[src/rtl/isram_arb_pkg.sv]
// isram_arb_pkg: shared encodings and line-width constants for the instruction SRAM arbiter
package isram_arb_pkg;
    localparam int ISRAM_AW = 29;
    localparam int ISRAM_DW = 64;
    localparam int ISRAM_MW = ISRAM_DW / 8;
    typedef enum logic [1:0] {
        OWN_NONE = 2'd0,
        OWN_FET  = 2'd1,
        OWN_LDR  = 2'd2
    } owner_e;
    typedef enum logic {
        ST_BOOT = 1'b0,
        ST_RUN  = 1'b1
    } state_e;
endpackage

[src/rtl/isram_starve_cnt.sv]
// isram_starve_cnt: saturating starvation counter for a shared port
// Ports: clk, rst (async, active-high); inc counts one lost cycle; clr restarts
// from zero and wins over inc; at_limit is high while the count equals LIMIT.
module isram_starve_cnt #(
    parameter int W     = 4,
    parameter int LIMIT = 4
) (
    input  logic clk,
    input  logic rst,
    input  logic inc,
    input  logic clr,
    output logic at_limit
);
    localparam logic [W-1:0] LIM = LIMIT[W-1:0];
    logic [W-1:0] cnt;
    assign at_limit = cnt == LIM;
    always_ff @(posedge clk or posedge rst) begin
        if (rst)
            cnt <= '0;
        else if (clr)
            cnt <= '0;
        else if (inc && !at_limit)
            cnt <= cnt + 1'b1;
    end
endmodule

[src/rtl/isram_arb.sv]
// isram_arb: single-port instruction SRAM arbiter between fetch and the boot/debug loader
// Ports: clk, cpurst (async, active-high).
//   fetch : fet_cs/fet_adr in; fet_hold, fet_rvalid, fet_rdata (held line) out.
//   loader: ldr_req/we/adr/wdata/wmask/done in; ldr_gnt, ldr_rvalid, ldr_rdata out.
//   sram  : sram_cs/we/adr/wdata/wmask out (combinational grant); sram_rdata in, one cycle late.
module isram_arb
    import isram_arb_pkg::*;
#(
    parameter int STARVE_MAX = 4
) (
    input  logic                clk,
    input  logic                cpurst,
    input  logic                fet_cs,
    input  logic [ISRAM_AW-1:0] fet_adr,
    output logic                fet_hold,
    output logic                fet_rvalid,
    output logic [ISRAM_DW-1:0] fet_rdata,
    input  logic                ldr_req,
    input  logic                ldr_we,
    input  logic [ISRAM_AW-1:0] ldr_adr,
    input  logic [ISRAM_DW-1:0] ldr_wdata,
    input  logic [ISRAM_MW-1:0] ldr_wmask,
    input  logic                ldr_done,
    output logic                ldr_gnt,
    output logic                ldr_rvalid,
    output logic [ISRAM_DW-1:0] ldr_rdata,
    output logic                sram_cs,
    output logic                sram_we,
    output logic [ISRAM_AW-1:0] sram_adr,
    output logic [ISRAM_DW-1:0] sram_wdata,
    output logic [ISRAM_MW-1:0] sram_wmask,
    input  logic [ISRAM_DW-1:0] sram_rdata
);
    state_e              state, state_nxt;
    owner_e              owner, owner_nxt;
    logic                fet_pend;
    logic [ISRAM_AW-1:0] fet_pend_adr;
    logic [ISRAM_DW-1:0] line;
    logic                starve_full;
    logic                fet_src;
    logic [ISRAM_AW-1:0] fet_src_adr;
    logic                fet_win;
    logic                ldr_win;

    isram_starve_cnt #(.W(4), .LIMIT(STARVE_MAX)) u_starve (
        .clk      (clk),
        .rst      (cpurst),
        .inc      (ldr_req & ~ldr_win),
        .clr      (ldr_win),
        .at_limit (starve_full)
    );

    // A fresh fet_cs while a replay is pending supersedes the stored address
    // in the same cycle, so a redirect never fetches the stale line.
    always_comb begin
        fet_src     = fet_pend | fet_cs;
        fet_src_adr = fet_cs ? fet_adr : fet_pend_adr;
        ldr_win     = ldr_req & ((state == ST_BOOT) | ~fet_src | starve_full);
        fet_win     = (state == ST_RUN) & fet_src & ~ldr_win;
        state_nxt   = (state == ST_BOOT && ldr_done) ? ST_RUN : state;
        owner_nxt   = fet_win ? OWN_FET : (ldr_win && !ldr_we) ? OWN_LDR : OWN_NONE;
    end

    assign sram_cs    = fet_win | ldr_win;
    assign sram_we    = ldr_win & ldr_we;
    assign sram_adr   = ldr_win ? ldr_adr : fet_src_adr;
    assign sram_wdata = ldr_wdata;
    assign sram_wmask = sram_we ? ldr_wmask : '0;

    assign ldr_gnt    = ldr_win;
    assign fet_hold   = (state == ST_BOOT) | fet_pend | (fet_cs & ~fet_win);
    assign fet_rvalid = owner == OWN_FET;
    assign fet_rdata  = fet_rvalid ? sram_rdata : line;
    assign ldr_rvalid = owner == OWN_LDR;
    assign ldr_rdata  = sram_rdata;

    always_ff @(posedge clk or posedge cpurst) begin
        if (cpurst)
            state <= ST_BOOT;
        else
            state <= state_nxt;
    end

    // Fetches arriving during BOOT are not latched; the fetch stage is held
    // and re-presents them once RUN begins.
    always_ff @(posedge clk or posedge cpurst) begin
        if (cpurst) begin
            fet_pend     <= 1'b0;
            fet_pend_adr <= '0;
        end else if (state == ST_RUN && fet_cs && !fet_win) begin
            fet_pend     <= 1'b1;
            fet_pend_adr <= fet_adr;
        end else if (fet_win) begin
            fet_pend     <= 1'b0;
        end
    end

    always_ff @(posedge clk or posedge cpurst) begin
        if (cpurst) begin
            owner <= OWN_NONE;
            line  <= '0;
        end else begin
            owner <= owner_nxt;
            if (owner == OWN_FET)
                line <= sram_rdata;
        end
    end
endmodule

[config.mk]
export PLATFORM = sky130hd
export DESIGN_NAME = isram_arb
export DESIGN_NICKNAME = d
export VERILOG_FILES = /design/src/rtl/isram_arb_pkg.sv /design/src/rtl/isram_starve_cnt.sv /design/src/rtl/isram_arb.sv
export SDC_FILE = /design/constraint.sdc
export NUM_CORES = 1
export LEC_CHECK = 0
export CORE_AREA = 2 2 171 173
export CTS_CLUSTER_SIZE = 40
export DETAILED_ROUTE_END_ITERATION = 8
export DIE_AREA = 0 0 173 175
export MAX_ROUTING_LAYER = met4
export PLACE_DENSITY = 0.57
export REMOVE_ABC_BUFFERS = 1
export SLEW_MARGIN = 5
export SYNTH_ARGS = -nofsm -noshare
export SYNTH_HDL_FRONTEND = slang
export SYNTH_SLANG_ARGS = --single-unit
[constraint.sdc]
create_clock -name clk -period 3.6 [get_ports clk]
set_input_delay 0.72 -clock clk [delete_from_list [all_inputs] [get_ports clk]]
set_output_delay 0.72 -clock clk [all_outputs]
set_load 0.005 [all_outputs]
# After elaboration in Yosys (flattened, before gate mapping)
# Index checks and enable logic that the tools add are counted.
# classes
addsub	1
multipliers	0
div	0
order_cmp	0
n_eq_ne	3
shifts	0
mux	10
n_bitwise	16
reduce_logical	10
# ops
operator	n
two-way mux 64 bit	1
two-way mux 29 bit	2
two-way mux 4 bit	2
two-way mux 8 bit	1
bitwise AND 1 bit	6
OR 1 bit	6
logical AND 1 bit	5
adder 4 x 1 -> 4 bit, second input constant	1
equality test 4 x 3 -> 1 bit, second input constant	1
two-way mux 2 bit	2
inverter 1 bit	4
nonzero test 2 bit	2
logical NOT 1 bit	3
equality test 2 x 1 -> 1 bit, second input constant	1
equality test 2 bit, second input constant	1
two-way mux 1 bit	2
# word_totals
ff_bits	101
latch_bits	0
ram_bits	0
romBits	0
inputBits	200
out_inout_bits	235
elab_cells	46
mem_count	0

# Depth between registers and ports, before layout
# Gate-level depths: netlist of run 1.
# depth
ltp_word	10
mapped_depth	7
ltp_nobuf	6

# Hierarchy
# From an unflattened synthesis of run 1, not the netlist that was laid out.
# hier_totals
cells_unflattened	444
area_unflattened_um2	5764.3
# modules_own_cells
module	n_inst	cells_each	area_per_inst_um2	seq_area_each_um2
isram_arb	1	419	5526.6	2427.3
isram_starve_cnt	1	25	237.7	100.1

# Worst setup path before layout of run 1
# Ideal clock, no wire load.
# synth_path
path_type	input to output
startpoint	in fet_cs
endpoint	out sram_adr[10]
arrival_time_ns	1.836
required_ns	2.880
setup_slack_ns	1.044
cell_stages	4
n_path_buf	2
cell_sequence	buf_2 -> clkbuf_1 -> mux2_2 -> mux2_2
# synth_between
elab_chain_cells	6
word_cells_on_any_way	7
cone_classes	mux: 2; bitwise: 5
# synth_lines
element	line_no	source
from (decl)	isram_arb.sv:13	input logic fet_cs,
OR 1 bit	isram_arb.sv:56	fet_src = fet_pend | fet_cs;
inverter 1 bit	isram_arb.sv:58	ldr_win = ldr_req & ((state == ST_BOOT) | ~fet_src | starve_full);
OR 1 bit (2 in series)	isram_arb.sv:58	
bitwise AND 1 bit	isram_arb.sv:58	
two-way mux 29 bit (*)	isram_arb.sv:66	assign sram_adr = ldr_win ? ldr_adr : fet_src_adr;
to (decl)	isram_arb.sv:29	output logic [ISRAM_AW-1:0] sram_adr,
# Every way passes the cells marked *; elsewhere a longest branch is shown, timed or not.

# Final worst setup path of run 1
# layout_path
startpoint	reg u_starve.cnt[0]
endpoint	out sram_adr[24]
# layout_between
elab_chain_cells	4
# layout_lines
element	line_no	source
from (decl)	isram_starve_cnt.sv:15	logic [W-1:0] cnt;
from (signal assigned)	isram_starve_cnt.sv:23	cnt <= cnt + 1'b1;
equality test 4 x 3 -> 1 bit	isram_starve_cnt.sv:16	assign at_limit = cnt == LIM;
OR 1 bit	isram_arb.sv:58	
bitwise AND 1 bit	isram_arb.sv:58	
two-way mux 29 bit	isram_arb.sv:66	
# No other way between the ends.

==> results of run 1 <==
==> path summary, 6_finish.rpt <==
check	endpoint	from	slack, ns	depth (start not counted)
setup / recovery	sram_adr[24]	u_starve.cnt[0]	0.14	6
setup reg to reg	fet_pend_adr[6]	u_starve.cnt[0]	1.58	6
max in group asynchronous	line[55]	cpurst	2.05	3
hold / removal	line[27]	line[27]	0.50	1
hold reg to reg	line[27]	line[27]	0.50	1
min in group asynchronous	line[6]	cpurst	0.76	2
==> cells in the final DEF (no fill, tap or decap), types with 2 or more instances in the layout <==
cell type and count:
clkdlybuf4s50_1 305, mux2_2 141, dfrtp_1 101, mux2_4 10, clkbuf_16 9, and2_1 8
buf_4 5, inv_1 4, buf_12 4, nand4_1 3, inv_6 3, nand3b_1 2
o21ai_0 2, nand2_1 2, o21ai_4 2, nor2_1 2, nand3_1 2, nor2b_1 2
a21oi_1 2, ha_1 2
==> per-layer routing <==
metal  track usage [%]  up-vias
met5                 -        -
met4             2.366        0
met3             16.30       11
met2             23.50      346
met1             16.09     1888
li1                  -     1740
==> worst max-delay path: cells and delay by family, from the launching register on <==
kind	cells	cell delay, ns
AO/OA/AOI/OAI	1	0.56
adder cells (fa/ha/maj)	1	0.20
buffers and inverters	2	0.53
flip-flops	1	0.39
multiplexers	1	0.42
AND/OR/NAND/NOR	1	0.28
==> metrics by stage <==
| stage | setup TNS, ns | cells |
|---|---|---|
| after detailed placement | 0 | 996 |
| after floorplan | -80.31 | 297 |
| after global routing | 0 | 1014 |
| final | 0 | 1014 |
| after CTS | 0 | 1013 |
| after global placement | 0 | 996 |
==> cell families after synthesis <==
family,Yosys count,share of synthesized area (%)
buffers and inverters,151,19.27
AOI/OAI and AO/OA,11,1.316
DFF,101,45.05
and+or+nand+nor,26,2.766
adders and majority gates,2,0.4460
muxes,152,31.16
==> repair_timing <==
item	CTS	global route
gates cloned	1	0
gates resized for setup	1	1
endpoints found under the setup margin	30	8
pin swaps	1	0
hold endpoints to repair	0	0
==> sequential cells by signal (all words and copies together) (netlist names) <==
signal        count
line             64
fet_pend_adr     29
u_starve.cnt      4
owner             2
fet_pend          1
state             1
==> where the power goes <==
part           switching (mW)  internal (mW)  total, mW
clock network           0.508          0.489      0.998
registers               0.122           1.45       1.57
logic                   0.486           1.06       1.54
total                    1.12           2.99       4.11
==> area by class of cell <==
class                   instances  share of cell area (%)
repair buffers                315                   37.20
clock inverters                 7                  0.7914
clock buffers                   9                   2.638
inverters                       5                  0.2492
well taps                     384                   5.628
multi-input cells             192                   23.86
diodes                          1                 0.02931
flip-flops and latches        101                   29.61
==> metrics.md, run 1 <==
| Metric | Value |
|---|---|
| Fin nets | 826 |
| Pins over their slew limit | 0 |
| Met3 WL | roughly 5200 um |
| Max-cap violations | 0 |
| Hold Crit Class | reg2reg |
| Worst EP arrival | roughly 2.7 ns |
| Synth Area per Inst | 12.66 um2 |
| Final setup vio count | 0 |
| PwrDens | slightly below 500 nW/um2 |
| Number of synthesis warnings | 0 |
| Largest cells by area after synthesis | dfrtp_1 (45%), mux2_2 (28%), buf_4 (18%), mux2_4 (2.7%), and2_1 (0.89%) |
| CTS tree | built |
| Post-DP HPWL | 19930 um |
| Floorplan row count | 62 |
| Synth area leader | dfrtp_1 |
| Sequential cell area fraction in the yosys report | 45.05% |
| Worst-margin pin slew | 0.6754 ns |
| Die height | 175 um |
| Post-synth top area share | 45.05% |
| Clock transition at path regs | about 0.080 ns |
| Die area | between 30000 and 40000 um2 |
| Routed WL per cell | 24.27 um |
| Peak Freq | 288.8 MHz |
| Leak | 3.492 nW |
| Metal-1 WL | 8732 um |
| Fill count | ~3000 |
| Largest net degree at the start of global routing | 64 |
| Via count | between 3000 and 4000 |
| Residual DRC | 0 |
| Dominant synthesized flop cell | dfrtp_1 |
| First DRT Iteration DRCs | 133 |
| Total Wirelength | 24610 um |
| Total grt overflow | 0 |
| Distinct cells, synth | 28 |
| Worst path max stage delay | 0.56 ns |
| Gp weighted congestion | 0.7880 |
| Global-route usage over all layers | 16.40% |
| Die Wd | approximately 170 um |
| Ports | between 400 and 500 |
| Uppermost layer routed | met4 |
| Peak VDD IR | 0.0001731 V |
| Max-slew headroom | between 50% and 60% |
| Most common cell in the netlist | mux2_2 |
| Met2 WL | 10470 um |
| Top post-synthesis cells by count | mux2_2 (141), buf_4 (132), dfrtp_1 (101) |
| Core Region | roughly 28000 um2 |
| Iteration count of the initial detailed-routing pass | 4 |
| First-pass GRT wire length | ~34000 um |
| Pwr Total | between 4 and 5 mW |
| Starting density of the core | 19.76% |
| Post-synth EDFFs | 0 |
| Placement Cell Area | a little over 8000 um2 |
| Period utilisation layout | 96.20% |
| CTS Buffer Depth | 2 |
| Outcome | complete, no violations |
| Skew-Pair Late Insertion Delay | 0.36 ns |
| Post-CTS setup buffers | 0 |
| Crit path kind | reg2out |
| Finished Core Util | between 30% and 40% |
| H-tree levels | 3 |
| Buffers on Ports | 306 |
| Initial antenna violation count | 1 |
| Critical path's slowest cell | o21ai_4 |
| CTS buffer count | 9 |
| Hold WS | 0.4988 ns |
| Sequential Area | 2527 um2 |
| Asr flop ratio synth | 100.0% |
| Area delta synth->final | 52.16% |
| Syn Inst Count | between 400 and 500 |
| Final instance area | 8537 um2 |
| CTS root buffer | clkbuf_16 |
| Fin Clk Skew | 0.008154 ns |
| Multi-input logic area | 2037 um2 |
| Final hold viol count | 0 |
| Vias in the first global route | 4132 |
| Crit. End Element | output port |
| Share of cells above drive strength 1 | a little under 30% |
| Pre-CTS setup slack | 0.1184 ns |
| Fin worst setup slack | ~0.14 ns |
| Post-synthesis register bit count | 101 |
| CP Launch Type | flop |
| Area of the mapped netlist | around 5600 um2 |
| RSZ-0062 raised after global routing | false |
| Critical path, cell by cell | inv_1 -> ha_1 -> and3b_2 -> o21ai_4 -> mux2_2 -> clkdlybuf4s50_1 |
| Antenna viol nets, final | 0 |
| Vias per cell | 3.930 |
| CTS Sinks | 101 |
| Critical path required time | 2.88 ns |
| # hold bufs at CTS | 0 |
| Final min period | 3.463 ns |
| CP max FO | 16 |
No activity file was read; power rests on OpenSTA's default activity.
==> run 2, diff against run 1 <==
--- a/config.mk
+++ b/config.mk
@@ -7,4 +7,5 @@
 export LEC_CHECK = 0
 export CORE_AREA = 2 2 171 173
+export CTS_CLUSTER_DIAMETER = 80
 export CTS_CLUSTER_SIZE = 40
 export DETAILED_ROUTE_END_ITERATION = 8
==> constraint.sdc (replaced) <==
create_clock -name clk -period 3.6 [get_ports clk]
set_input_delay 0.72 -clock clk [delete_from_list [all_inputs] [get_ports clk]]
set_output_delay 0.72 -clock clk [all_outputs]
set_load 0.1 [all_outputs]
==> run 2 against run 1 <==
Combinational power rose by 150%; via count rose by 0.83%; non-clock buffer count decreased by 1; critical endpoint is now sram_adr[7].
==> metrics.md, run 2 (same netlist as run 1, synthesis figures left out) <==
| Metric | Value |
|---|---|
| Initial antenna violation count | 2 |
| Antenna viol nets, final | 0 |
| Fill count | 2939 |
| Worst-margin pin slew | 0.7135 ns |
| Reg2Reg Depth | 6 |
| Via count | roughly 4000 |
| Crit path kind | in2out |
| First DRT Iteration DRCs | 146 |
| Largest Register | line |
| Global-route usage over all layers | 16.19% |
| Largest regs | line (64), fet_pend_adr (29), u_starve.cnt (4) |
| Period utilisation layout | 89.89% |
| Peak Freq | 309.0 MHz |
| Clock transition at path regs | 0.08 ns |
| Final setup vio count | 0 |
| Peak VDD IR | 0.0004203 V |
| Hold WS | around 0.5 ns |
| Floorplan row count | 62 |
| Hold Crit Class | reg2reg |
| Placed Cells | between 900 and 1000 |
| Die area | between 30000 and 40000 um2 |
| Share of cells above drive strength 1 | 56.37% |
| Met2 WL | 9905 um |
| Starting density of the core | 19.76% |
| Iteration count of the initial detailed-routing pass | 4 |
| Max-cap violations | 0 |
| RSZ-0062 raised after global routing | false |
| H-tree levels | 3 |
| Final min period | between 3 and 4 ns |
| Total Wirelength | roughly 24000 um |
| Buffers on Ports | 306 |
| CP Launch Type | input pin |
| Largest register FFs | between 60 and 70 |
| Vias in the first global route | 4222 |
| CTS tree | built |
| Uppermost layer routed | met4 |
| Pwr Total | around 6.4 mW |
| CTS Buffer Depth | 2 |
| CTS root buffer | clkbuf_16 |
| Fin Clk Skew | ~0.016 ns |
| Total grt overflow | 0 |
| Post-CTS setup buffers | 0 |
| Max-slew headroom | 52.26% |
| Crit. End Element | output port |
| Fin nets | roughly 830 |
| CP max FO | 16 |
| CTS Sinks | 101 |
| Leak | approximately 3.8 nW |
| Fin worst setup slack | 0.3638 ns |
| Die Wd | between 150 and 200 um |
| Critical path, cell by cell | clkdlybuf4s50_1 -> o21ai_4 -> mux2_2 -> buf_12 |
| Worst EP arrival | 2.52 ns |
| Die height | 175 um |
| Placement Cell Area | just over 8000 um2 |
| Critical path's slowest cell | clkdlybuf4s50_1 |
| Most frequent cells in the layout | mux2_2 (141), buf_4 (138), clkdlybuf4s50_1 (134), dfrtp_1 (101), buf_12 (41) |
| First-pass GRT wire length | 33280 um |
| Skew-Pair Late Insertion Delay | 0.36 ns |
| Routed WL per cell | 24.11 um |
| Outcome | complete, no violations |
| Gp weighted congestion | 0.8185 |
| Pre-CTS setup slack | 0.3321 ns |
| Largest net degree at the start of global routing | 53 |
| Ports | 435 |
| Post-DP HPWL | 20020 um |
| CTS buffer count | 9 |
| Most common cell after layout, fill and taps aside | mux2_2 |
| Area delta synth->final | 52.63% |
| Pins over their slew limit | 0 |
| Vias per cell | between 3 and 4 |
| Core Region | 28390 um2 |
| PwrDens | 744.6 nW/um2 |
| Met3 WL | 4480 um |
| Final instance area | 8563 um2 |
| Metal-1 WL | roughly 9600 um |
| Cell depth of the worst hold path | 1 |
| Final hold viol count | 0 |
| Post-Layout Cell Count | 1014 |
| Critical path required time | 2.88 ns |
| Worst path max stage delay | 0.72 ns |
| Residual DRC | 0 |
-- run 2: worst max-delay path, delay by kind of cell --
family                 cells  cell delay [ns]
buffers and inverters      2             0.89
AOI/OAI and AO/OA          1             0.45
muxes                      1             0.44
-- run 2: timing repair --
action | CTS | global route
gates resized for setup | 0 | 1
endpoints found under the setup margin | 0 | 29
hold buffers | 0 | 0
-- run 2: per-layer routing --
metal / vias to the layer above / GRT usage [%]
li1: 1739 / -
met2: 341 / 21.75
met3: 15 / 14.82
met1: 1923 / 17.10
met4: 0 / 4.237
met5: - / -
-- run 2: where the power goes --
part / switching, mW / internal [mW]
Sequential: 0.121 / 1.45
Clock: 0.485 / 0.500
Combinational: 2.62 / 1.20
Total: 3.23 / 3.15
-- run 2: area by class of cell --
cell class                      count  area, um2  share of cell area, %
Antenna cell                        2      5.005                0.05845
Clock buffer                       10      239.0                  2.791
Clock inverter                      6      53.80                 0.6283
Inverter                            5      21.27                 0.2484
Multi-Input combinational cell    192       2033                  23.74
Sequential cell                   101       2527                  29.51
Tap cell                          384      480.5                  5.611
Timing Repair Buffer              314       3203                  37.41
-- run 2: stage by stage --
| step | utilization [%] | TNS [ns] |
|---|---|---|
| 2_1_floorplan | - | -318.94 |
| 4_1_cts | 30.09 | 0 |
| 3_5_place_dp | 29.05 | 0 |
| 6_report | 30.16 | 0 |
| 3_3_place_gp | 29.05 | 0 |
| 5_1_grt | 30.16 | 0 |
-- run 2: final timing paths --
kind / slack, ns / to / from
max: 0.36 / sram_adr[7] / ldr_req
min: 0.50 / line[63] / line[63]
max reg2reg: 1.61 / fet_pend_adr[23] / u_starve.cnt[0]
min reg2reg: 0.50 / line[63] / line[63]
max in group asynchronous: 2.08 / u_starve.cnt[2] / cpurst
min in group asynchronous: 0.81 / fet_pend_adr[1] / cpurst
==> edit 1, RTL diff (config.mk and constraints of run 2) <==
`W` is set to 4 in 2 places; all go to 5.
--- a/src/rtl/isram_starve_cnt.sv
+++ b/src/rtl/isram_starve_cnt.sv
@@ -4,3 +4,3 @@
 module isram_starve_cnt #(
-    parameter int W     = 4,
+    parameter int W     = 5,
     parameter int LIMIT = 4
--- a/src/rtl/isram_arb.sv
+++ b/src/rtl/isram_arb.sv
@@ -44,3 +44,3 @@
 
-    isram_starve_cnt #(.W(4), .LIMIT(STARVE_MAX)) u_starve (
+    isram_starve_cnt #(.W(5), .LIMIT(STARVE_MAX)) u_starve (
         .clk      (clk),
Formal check against the unedited RTL: no difference found for any inputs over 4 cycles, from zero or initial values and one cycle with cpurst high; that may be too few to reach the edited logic, so the function may still have changed.
==> edit 1 against run 2 <==
Sequential cell count up 1; routed wire length decreased by 10%; first-iteration DRC count grew 27%; synthesized cell count rose by 1.6%; worst setup slack improved by 0.14 ns; area after synthesis rose by 2.8%; count of clock-buffer cells in the layout shrank 1; power down 14%; hold slack got worse by 0.0098 ns; final area increased by 2.0%.
==> edit 1: results (changes against run 2) <==
stage,metric,value,unit,change
final_layout,fillCellCount,2873,,-2.2%
sta,finalCriticalPeriod,3.10,ns,-0.141 ns
power,finalPower,0.00546,W,-14%
outcome,status,finished clean,,
drt,viasPerCell,3.93,,-0.71%
placement,hpwl,18.0,mm,-10%
setup_path,slowest_stage,mux2_2,,
synthesis,synth_commonest_cells,"buf_4 (129), mux2_2 (113), dfrtp_1 (102)",,
grt,grt_pass1_wl,31.1,mm,-6.6%
setup_path,path_max_fanout,27,,+11
grt,track_usage,14.6,%,-1.6 points
drt,drt-total-wl,22.0,mm,-10%
grt,met2_usage,18.9,%,-2.9 points
setup_path,startpoint,u_starve.cnt[0],,
drt,vias,4013,,-0.12%
setup_path,cp-endpoint,sram_adr[28],,
final_layout,seq_cells,102,,+0.99%
synthesis,synthTopCellsByArea,"dfrtp_1 (44%), mux2_2 (22%), buf_4 (17%)",,
synthesis,postSynthCellCount,450,,+1.6%
power,power_leakage,3.94,nW,+3.8%
setup_path,reg2reg_slack,1.64,ns,+0.03 ns
final_layout,num-multi-input-gates,195,,+1.6%
cts,cts_root_buf,clkbuf_16,,
final_layout,fin_nets,834,,+1.1%
final_layout,seq-cell-share,29.2,%,-0.31 points
final_layout,biggestRegsByFlops,"line (64), fet_pend_adr (29), u_starve.cnt (5)",,
final_layout,n_all_inverters,7,,+2
power,p_comb_share,55.8,%,-4.2 points
power,p_clk,0.000968,W,-2%
final_layout,non_clock_buffer_count,317,,+0.96%
grt,met1_usage,16.9,%,-0.16 points
grt,antenna_found_initial,0,,-2
min_path,hold_path_class,register to register,,
final_layout,bufAreaShareNonClock,37.3,%,-0.063 points
sta,relSlewSlack,63.7,%,+11 points
final_layout,drive_gt1_share,54.2,%,-2.1 points
power,vdd_drop_max,0.324,mV,-23%
grt,grt_pass1_vias,4204,,-0.43%
synthesis,synth_cell_types,36,,+29%
final_layout,synthToLayoutAreaGrowth,51.5,%,
final_layout,clk_share,3.22,%,-0.20 points
setup_path,slowest_delay,0.39,ns,-0.33 ns
synthesis,synth-seq-area-share,44.3,%,-0.80 points
power,p_int,0.00280,W,-11%
setup_path,worst_ep_arrival_time,2.38,ns,-0.14 ns
setup_path,r2r-end,fet_pend_adr[14],,
placement,preCtsSetupSlack,0.631,ns,+0.299 ns
sta,worst_clock_skew,0.00730,ns,-0.00861 ns
placement,dpl_cell_area,8460,um2,+2.5%
placement,dp_cells,1005,,+1.0%
grt,grt_start_max_net_pins,52,,-1.9%
grt,met3_usage,13.0,%,-1.8 points
final_layout,multi_input_area,2130,um2,+4.9%
placement,gp_congestion,0.739,,-9.8%
-- edit 1: cells by family after synthesis --
group / after synthesis / share of synthesized area [%]
and+or+nand+nor: 26 / 2.73
buffers and inverters: 153 / 19.2
AOI/OAI and AO/OA: 16 / 2.13
adders and majority gates: 2 / 0.434
muxes: 151 / 31.3
DFF: 102 / 44.3
-- edit 1: metal layers --
layer	vias up	wire length (um)
li1	1771	-
met1	1899	8890
met2	334	8750
met3	9	4190
met4	0	122
met5	-	0
-- edit 1: worst min-delay path by stage --
stage                          start               end  slack [ns]  cells past startpoint
detailed placement  fet_pend_adr[28]  fet_pend_adr[28]        0.47                      1
floorplan            fet_pend_adr[0]   fet_pend_adr[0]        0.45                      1
CTS                 fet_pend_adr[26]  fet_pend_adr[26]        0.49                      1
global route         fet_pend_adr[0]   fet_pend_adr[0]        0.51                      1
finish               fet_pend_adr[0]   fet_pend_adr[0]        0.49                      1
global placement     fet_pend_adr[3]   fet_pend_adr[3]        0.47                      1
==> edit 2, RTL diff (config.mk and constraints of run 2) <==
Made on the original files. Reset style: synchronous (`cpurst` and `rst`), changed in 4 clocked blocks. Comments in the files are not updated.
--- a/src/rtl/isram_starve_cnt.sv
+++ b/src/rtl/isram_starve_cnt.sv
@@ -16,3 +16,3 @@
     assign at_limit = cnt == LIM;
-    always_ff @(posedge clk or posedge rst) begin
+    always_ff @(posedge clk) begin
         if (rst)
--- a/src/rtl/isram_arb.sv
+++ b/src/rtl/isram_arb.sv
@@ -76,3 +76,3 @@
 
-    always_ff @(posedge clk or posedge cpurst) begin
+    always_ff @(posedge clk) begin
         if (cpurst)
@@ -85,3 +85,3 @@
     // and re-presents them once RUN begins.
-    always_ff @(posedge clk or posedge cpurst) begin
+    always_ff @(posedge clk) begin
         if (cpurst) begin
@@ -97,3 +97,3 @@
 
-    always_ff @(posedge clk or posedge cpurst) begin
+    always_ff @(posedge clk) begin
         if (cpurst) begin
Behaviour: differs if cpurst is asserted again (counterexample within 4 cycles, from zero or initial values and one cycle with cpurst high); with cpurst held inactive, the same outputs for 4 cycles.
==> edit 2 against run 2 <==
Critical path type unchanged; sequential cell count did not move; hold slack got worse by 0.025 ns; final area is 2.8% higher; routed wire length is 17% higher; synthesized cell count grew 33%; clock skew down 0.0019 ns; critical endpoint is now sram_adr[28]; area after synthesis rose by 3.8%; worst setup slack got worse by 0.0042 ns; critical path depth grew 2; global-route usage grew 2.8 points; sequential share of layout area fell by 6.5 points.
Power is not compared: it rests on default switching activity, and its combinational part moved more than twofold at a synthesized area within 25%.
==> edit 2: results (changes against run 2) <==
stage,metric,value,unit,change
grt,grt_start_max_net_pins,77,,+45%
final_layout,fillCellCount,2956,,+0.58%
final_layout,drive_gt1_share,43.4,%,-13 points
min_path,min_to,fet_pend_adr[20],,
min_path,hp-start,fet_pend_adr[20],,
power,vdd_drop_max,0.216,mV,
synthesis,ys_warn_count,0,,unchanged
setup_path,path_max_fanout,17,,+1
drt,wl_met1,7.46,mm,-22%
drt,viasPerCell,4.06,,+2.4%
sta,worstMarginPinSlew,0.873,ns,+0.160 ns
sta,worst_clock_skew,0.0140,ns,-0.00194 ns
drt,met2WireLength,14.3,mm,+45%
grt,track_usage,19.0,%,+2.8 points
grt,grt_pass1_vias,4662,,+10%
synthesis,synth-seq-area-share,34.7,%,-10 points
sta,fin_worst_hold_slack,0.474,ns,-0.0246 ns
drt,wl_met3,6.52,mm,+46%
synthesis,synth_top_cell_by_area,dfxtp_1,,
synthesis,synthTopCellsByArea,"dfxtp_1 (35%), mux2_2 (18%), buf_4 (17%)",,
grt,antenna_found_initial,1,,-1
synthesis,synth_cell_types,31,,+11%
setup_path,reg2regPathDepth,4,,-2
placement,dpl_cell_area,8480,um2,+2.7%
placement,gp_congestion,0.882,,+7.8%
min_path,hold_path_depth,2,,+1
setup_path,reg2reg_slack,1.78,ns,+0.17 ns
synthesis,ys_async_sr_fraction,0,%,-100 points
setup_path,r2r_start,owner[0],,
placement,hpwl,24.8,mm,+24%
drt,drt_iter0_drc,237,,+62%
grt,grt_pass1_wl,38.8,mm,+16%
outcome,status,finished clean,,
synthesis,synth_commonest_cells,"buf_4 (133), dfxtp_1 (101), mux2_2 (94)",,
drt,top_layer,met4,,
## edit 2: cell count changes in the layout (fill, tap and decap cells not counted), sizes merged, moves of 28 or more
cell	before	now
a21oi	3	33
dfrtp	101	0
nor2b	3	67
mux2	151	122
dfxtp	0	101
nand3	2	30
## edit 2: worst max path at each step
stage,end,from
2_1_floorplan,fet_rdata[0],owner[0]
3_3_place_gp,sram_adr[28],fet_cs
3_5_place_dp,sram_adr[28],fet_cs
4_1_cts,sram_adr[28],fet_cs
5_1_grt,sram_adr[28],fet_cs
6_report,sram_adr[28],fet_cs
## edit 2: power by group through the flow
| stage | clock [W] | combinational (W) | sequential, W |
|---|---|---|---|
| floorplan | 0 | 0.000638 | 0.00116 |
| global placement | 0 | 0.00142 | 0.00117 |
| detailed placement | 0 | 0.00142 | 0.00117 |
| CTS | 0.00113 | 0.00142 | 0.00114 |
| global route | 0.00117 | 0.00145 | 0.00114 |
| finish | 0.00108 | 0.00141 | 0.00114 |
## edit 2: cells by family (layout without fill, tap and decap cells)
logic type,after synthesis,count (layout),share of synthesized area (%)
AND/OR/NAND/NOR,124,124,12.7
AO/OA/AOI/OAI,70,70,6.51
other,0,1,0
flip-flops,101,101,34.7
buffers and inverters,171,344,20.3
adder cells (fa/ha/maj),2,2,0.429
multiplexers,122,122,25.4
## edit 2: area by class of cell
cell class,count,area share [%]
inverters,5,0.213
diodes,1,0.0284
multi-input cells,318,29.9
well taps,384,5.46
repair buffers,323,37.8
clock buffers,10,2.60
flip-flops and latches,101,23.0
clock inverters,6,1.05
## edit 2: per-layer routing
metal  GRT usage, %  vias up
met3           19.9       12
met2           32.3      292
li1               -     2208
met4           3.92        0
met5              -        -
met1           13.6     2147
## edit 2: stage by stage
step / total power [W] / TNS, ns / setup slack [ns] / instances
floorplan: 0.00180 / -318.61 / -2.67 / 424
global placement: 0.00259 / 0 / 0.361 / 1131
detailed placement: 0.00259 / 0 / 0.353 / 1131
CTS: 0.00369 / 0 / 0.347 / 1147
global route: 0.00376 / 0 / 0.291 / 1148
finish: 0.00364 / 0 / 0.360 / 1148
## edit 2: worst max-delay path, stage by stage
cell	delay (ns)
clkdlybuf4s50_1	0.57
o21a_4	0.20
a21bo_2	0.27
buf_12	0.21
mux2_2	0.37
buf_12	0.17
